<file path="config.mk">
export PLATFORM = sky130hd
export DESIGN_NAME = alu_share_ctrl
export DESIGN_NICKNAME = d
export VERILOG_FILES = /design/src/rtl/alu_share_ctrl.sv
export SDC_FILE = /design/constraint.sdc
export NUM_CORES = 1
export LEC_CHECK = 0
export ABC_AREA = 1
export ABC_CLOCK_PERIOD_IN_PS = 1700
export CAP_MARGIN = 30
export CORE_AREA = 3 3 150 152
export DETAILED_ROUTE_END_ITERATION = 6
export DIE_AREA = 0 0 153 155
export GPL_TIMING_DRIVEN = 0
export PLACE_DENSITY = 0.69
export SKIP_LAST_GASP = 1
export SLEW_MARGIN = 20
export SYNTH_ARGS = -nofsm -noshare
export SYNTH_HDL_FRONTEND = slang
export SYNTH_SLANG_ARGS = --single-unit
</file>
<file path="constraint.sdc">
create_clock -name clk -period 1.7 [get_ports clk]
set_clock_uncertainty 0.2 [all_clocks]
set_input_delay 0.34 -clock clk [delete_from_list [all_inputs] [get_ports clk]]
set_output_delay 0.34 -clock clk [all_outputs]
set_load 0.03 [all_outputs]
</file>
<file path="src/rtl/alu_share_ctrl.sv">
// Shares one ALU between two requesters: round-robin grant, registered operands,
// one-cycle execute, and a tagged valid/ready response channel.
module alu_share_ctrl #(
    parameter int WIDTH = 32,
    parameter int OPW   = 3
) (
    input  logic             clk,
    input  logic             reset,
    input  logic             req0_valid,
    output logic             req0_ready,
    input  logic [WIDTH-1:0] req0_pc,
    input  logic [WIDTH-1:0] req0_a,
    input  logic [WIDTH-1:0] req0_b,
    input  logic [OPW-1:0]   req0_op,
    input  logic [4:0]       req0_shamt,
    input  logic             req1_valid,
    output logic             req1_ready,
    input  logic [WIDTH-1:0] req1_pc,
    input  logic [WIDTH-1:0] req1_a,
    input  logic [WIDTH-1:0] req1_b,
    input  logic [OPW-1:0]   req1_op,
    input  logic [4:0]       req1_shamt,
    output logic [WIDTH-1:0] alu_pc,
    output logic [WIDTH-1:0] alu_a,
    output logic [WIDTH-1:0] alu_b,
    output logic [OPW-1:0]   alu_op,
    output logic [4:0]       alu_shamt,
    input  logic [WIDTH-1:0] alu_c,
    input  logic             alu_zero,
    output logic             rsp_valid,
    input  logic             rsp_ready,
    output logic             rsp_id,
    output logic [WIDTH-1:0] rsp_c,
    output logic             rsp_zero
);

    typedef enum logic [1:0] {IDLE, EXEC, RESP} state_t;

    state_t state, state_nxt;
    logic   rr_ptr;
    logic   owner;
    logic   can_grant;
    logic   gnt_any;
    logic   gnt_id;

    always_comb begin
        can_grant  = 1'b0;
        gnt_any    = 1'b0;
        gnt_id     = 1'b0;
        req0_ready = 1'b0;
        req1_ready = 1'b0;
        state_nxt  = state;

        // RESP with rsp_ready behaves like IDLE so a new op can start on the same edge
        can_grant  = (state == IDLE) || ((state == RESP) && rsp_ready);
        gnt_any    = can_grant && (req0_valid || req1_valid);
        gnt_id     = (req0_valid && req1_valid) ? rr_ptr : req1_valid;
        req0_ready = gnt_any && !gnt_id;
        req1_ready = gnt_any && gnt_id;

        case (state)
            IDLE:    if (gnt_any) state_nxt = EXEC;
            EXEC:    state_nxt = RESP;
            RESP:    if (rsp_ready) state_nxt = gnt_any ? EXEC : IDLE;
            default: state_nxt = IDLE;
        endcase
    end

    always_ff @(posedge clk or negedge reset) begin
        if (!reset) state <= IDLE;
        else        state <= state_nxt;
    end

    always_ff @(posedge clk or negedge reset) begin
        if (!reset) begin
            rr_ptr    <= 1'b0;
            owner     <= 1'b0;
            alu_pc    <= '0;
            alu_a     <= '0;
            alu_b     <= '0;
            alu_op    <= '0;
            alu_shamt <= '0;
            rsp_valid <= 1'b0;
            rsp_id    <= 1'b0;
            rsp_c     <= '0;
            rsp_zero  <= 1'b0;
        end else begin
            if (gnt_any) begin
                owner     <= gnt_id;
                rr_ptr    <= ~gnt_id;
                alu_pc    <= gnt_id ? req1_pc    : req0_pc;
                alu_a     <= gnt_id ? req1_a     : req0_a;
                alu_b     <= gnt_id ? req1_b     : req0_b;
                alu_op    <= gnt_id ? req1_op    : req0_op;
                alu_shamt <= gnt_id ? req1_shamt : req0_shamt;
            end
            if (state == EXEC) begin
                rsp_valid <= 1'b1;
                rsp_id    <= owner;
                rsp_c     <= alu_c;
                rsp_zero  <= alu_zero;
            end else if ((state == RESP) && rsp_ready) begin
                rsp_valid <= 1'b0;
            end
        end
    end

endmodule

</file>
; ---- Word level (Yosys, flattened, before mapping)
; Cells that the tools add are included.
[classes]
eq_ne = 4
n_mux = 12
bitwise_logic = 1
n_reduce_logical = 11
[op_table]
columns = cell, n
row1 = $mux 32, 3
row2 = $pmux 2 s3, 1
row3 = $logic_and 1x1->1, 5
row4 = $mux 5, 1
row5 = $mux 1, 4
row6 = $mux 2, 2
row7 = $ne 2x2->1 const B, 2
row8 = $mux 3, 1
row9 = $eq 2x1->1 const B, 1
row10 = $eq 2x2->1 const B, 1
row11 = $logic_not 2->1, 1
row12 = $logic_or 1x1->1, 2
row13 = $reduce_and 2->1, 1
row14 = $reduce_bool 2->1, 1
row15 = $logic_not 1->1, 1
row16 = $not 1->1, 1
[totals]
regBits = 143
in_bits = 246
output_inout_bits = 141
word_cells = 40

; ---- Depth between registers and ports, before layout
[depth]
ltp_word = 7
depth_mapped = 9
mapped_depth_nobuf = 7

; ---- Worst setup path before layout
; OpenSTA, ideal clock, no wires.
[synth_timing]
path_type = input -> output
from = in req1_valid
to = out req0_ready
arrival_ns = 1.409
t_required_ns = 1.160
path_slack_ns = -0.249
cell_stages = 7
n_path_buf = 3
cell_sequence = buf_2 > nor2_1 > nor2_1 > nand2_1 > buf_4 > buf_4 > nor2_1
[synth_via]
elab_chain_len = 4
word_cells_on_any_way = 6
cone_classes = 1 x mux / 5 x reduce/logical
[synth_lines]
columns = item, line_no
row1 = "start, declared", 16  ; input logic req1_valid,
row2 = $logic_and 1x1->1, 57  ; gnt_id = (req0_valid && req1_valid) ? rr_ptr : req1_valid;
row3 = $mux 1, 57
row4 = $logic_not 1->1, 58  ; req0_ready = gnt_any && !gnt_id;
row5 = $logic_and 1x1->1 (*), 58
row6 = "end, declared", 10  ; output logic req0_ready,
; Mark *: on every way between the ends. The rest lies on a longest branch, timed or not.

; ---- Worst setup path in the final report
[layout_timing]
from = reg rr_ptr
to = out req0_ready
[layout_via]
elab_chain_len = 3
[layout_lines]
columns = item, line_no
row1 = "start, declared", 40  ; logic rr_ptr;
row2 = "start signal, assigned", 90  ; rr_ptr <= ~gnt_id;
row3 = $mux 1, 57
row4 = $logic_not 1->1, 58
row5 = $logic_and 1x1->1, 58
; No other way between the ends.

==> impl_results.md <==
* Largest family of logic cells by synthesized area: simple AND/OR/NAND/NOR gates
* Total gr overflow at 0
* Reg power frac at 0.289
* Biggest area consumer among synthesized cells: dfrtp_1
* Clock Latency Late Sink at 0.41 ns
* Clock buffer count from CTS at 17
* Launch point of the worst reg-to-reg path: rr_ptr$_DFFE_PN0P_
* Core area at 0.0212 mm^2
* Layout cells sized above 1 at 0.178
* Hold WC Path Type: in2reg
* Synth top area share at 0.519
* Final ANT Viol Nets at 0
* Failing checks: setup timing
* Clock sinks at 143
* ANT cells at 0
* Post-Synthesis Cells at 955
* Slew margin rel. at 0.659
* Hold_ws at 0.0616 ns
* Total routed wirelength at 26400 um
* Delay-heaviest family, CP: buffers and inverters
* Crit path time final at 2.00 ns
* # IOs at 387
* FF-to-FF End: alu_a[12]$_DFFE_PN0P_
* Post-synthesis xor/xnor area fraction at 0
* WL/cell at 15.9 um
* CP Launch Type: flop
* Leakage at 6.12 nW
* Power Dens Cells at 1720 mW/mm^2
* Netlist cell types at 15
* Nets at 1617
* Compound-Gate Fraction of Synth Area at 0.00290
* Max Slew Vio Count at 0
* Die ar. at 0.0237 mm^2
* Multiplexer area fraction after synthesis at 0
* Largest cells by area after synthesis: dfrtp_1, nand2_1, nand3_1
* Least-Margin Pin Slew at 0.511 ns
* H-tree levels at 4
* Initial antenna violation count at 1
* Crit-path cells: inv_2 > nand2_4 > nand2_4 > buf_8 > buf_8 > inv_4 > nor2_4 > buf_6
* Register area share after synthesis at 0.519
* Post-synth net total at 1201
* Gpl congestion at 0.899
* Data required time at the worst endpoint at 1.16 ns
* Root Driver: clkbuf_16
* Flops & latches, synth at 143
* # DRC at 0
* Die Height at 155 um
* FMAX at 501 MHz
* Int Pwr at 11.1 mW
* Max stage delay on crit path at 0.39 ns
* Depth of the most critical reg-to-reg path at 9
* RSZ-0062 raised after global routing: true
* Hpwl dp at 20200 um
* Status: finished with violations
* Drt initial violations at 458
* Starting Density at 0.326
* Ys Warns at 0
* Vias at 7542
* FF-to-FF setup slack at 0.10 ns
* Worst setup path endpoint: req0_ready
* Setup Viol. Count Final at 2
* Clock Power Share at 0.174
* Worst ir drop on vdd at 0.627 mV
* Largest fanout on the critical path at 4
* Post-Syn Area per Cell at 7.22 um^2
* WP buf/inv at 5
* Row count at 53
* Clock transition at path regs at 0.06 ns
* Period utilisation layout at 1.17
* First-pass GRT wire length at 40700 um
* Vias in the first global route at 7424
* Setup ws final at -0.295 ns
* Adder-Cell Fraction of Synth Area at 0
* Sw Ratio at 0.458
* Worst Path Arrival at 1.46 ns
* Area Growth Syn to Fin at 72.7%
* Critical path's slowest cell: dfrtp_1
* CTS tree: yes
* Die width at 153 um
* Crit. Startpoint: rr_ptr$_DFFE_PN0P_
* Post-synthesis simple-gate area fraction at 0.423
* DR pass1 iterations at 4
* Comb power frac at 0.537
* Final Hold Fails at 0
* Largest net degree at the start of global routing at 82
* Net Switching at 9.37 mW
* Setup WS pre-CTS at -1.36 ns
* Critical setup path kind: reg2out
* Clock tree buffer depth at 2
* Instance count on the critical path at 8
* GRT Overall Usage at 0.216
* Max Cap Viol at 0
* Final Util at 0.563
* IO Port Bufs at 385
* Vias/cell at 4.55
* Worst setup EP type: output pin
* Mapped Area at 0.00690 mm^2
## tightest hold or removal path: cells and delay by family
kind                   cells  cell delay, ns
buffers and inverters      2            0.14
and+or+nand+nor            1            0.08
AOI/OAI and AO/OA          1            0.07
## worst min path at each step
stage / slack, ns / cells after the start / endpoint / startpoint
final: 0.06 / 4 / rsp_valid$_DFFE_PN0P_ / rsp_ready
after CTS: 0.24 / 3 / rsp_c[28]$_DFFE_PN0P_ / alu_c[28]
after global placement: 0.25 / 2 / rsp_c[6]$_DFFE_PN0P_ / rsp_c[6]$_DFFE_PN0P_
after detailed placement: 0.11 / 1 / alu_b[25]$_DFFE_PN0P_ / reset
after floorplan: -0.16 / 0 / alu_a[0]$_DFFE_PN0P_ / reset
after global routing: 0.08 / 4 / rsp_valid$_DFFE_PN0P_ / rsp_ready
## repair_timing
action,CTS,global route
endpoints found under the setup margin,241,129
hold buffers,1,0
resized for setup,428,56
buffers inserted,8,4
hold endpoints to repair,62,0
pin swaps,2,4
## layout by cell type, fill, tap and decap left out, drive strengths merged
| cell | n |
|---|---|
| nand2 | 628 |
| clkdlybuf4s50 | 241 |
| dfrtp | 143 |
| clkdlybuf4s15 | 115 |
| nand3 | 105 |
| clkbuf | 62 |
| buf | 60 |
| inv | 10 |
| clkinvlp | 5 |
| nor2 | 5 |
| o21ai | 4 |
| clkinv | 2 |
| bufinv | 1 |
| dlygate4sd3 | 1 |
| dlygate4sd2 | 1 |
| dlymetal6s2s | 1 |
## logic make-up (layout without fill, tap and decap cells)
group / Yosys count / in the layout
buffers and inverters: 70 / 499
flip-flops: 143 / 143
AND/OR/NAND/NOR: 738 / 738
AO/OA/AOI/OAI: 4 / 4
## through the flow
stage | cells | TNS (ns) | cell area [um^2] | power (mW)
6_report | 1659 | -0.535 | 11900 | 20.5
5_1_grt | 1659 | -0.704 | 11900 | 21.8
4_1_cts | 1656 | -0.652 | 12000 | 20.7
3_5_place_dp | 1616 | -56.15 | 11200 | 17.4
3_3_place_gp | 1615 | -899.75 | 11100 | 17.3
2_1_floorplan | 955 | 0 | 6920 | 12.2
## sequential cells by signal (all words and copies together) (netlist names)
| name | count |
|---|---|
| rsp_valid | 1 |
| state | 2 |
| alu_pc | 32 |
| rr_ptr | 1 |
| rsp_c | 32 |
| alu_shamt | 5 |
| alu_b | 32 |
| alu_op | 3 |
| rsp_id | 1 |
| alu_a | 32 |
| rsp_zero | 1 |
| owner | 1 |
## cell usage after synthesis
library cell / count
o21ai_0: 3
buf_2: 24
nor2_1: 4
inv_1: 3
nor2_4: 1
buf_1: 4
buf_4: 12
inv_2: 4
o21ai_1: 1
buf_6: 6
nand3_1: 105
nand2_2: 2
clkbuf_1: 17
dfrtp_1: 143
nand2_1: 626
## routing by layer
metal  up-vias  GRT usage  wire, um
met5         -          0        13
met4         2     0.0798       858
met3        56     0.0537      1590
met2       265      0.359     12800
met1      3443      0.275     11100
li1       3776          -         -
## power by group through the flow
stage	logic, mW	clock network, mW	registers, mW
2_1_floorplan	3.16	0	9.00
3_3_place_gp	11.4	0	5.90
3_5_place_dp	11.5	0	5.94
4_1_cts	11.2	3.63	5.92
5_1_grt	11.9	3.78	6.12
6_report	11.0	3.56	5.91
## final cells by class
cell class                 instances  area (um^2)
fill                            2039         9240
timing repair buffer             398         4000
sequential                       143         3580
multi-input combinational        742         2960
clock buffer                      21          450
buffer                            62          434
tap                              275          344
clock inverter                    11          108
inverter                           7         28.8
Note: power is estimated with default switching activity, not from simulation.
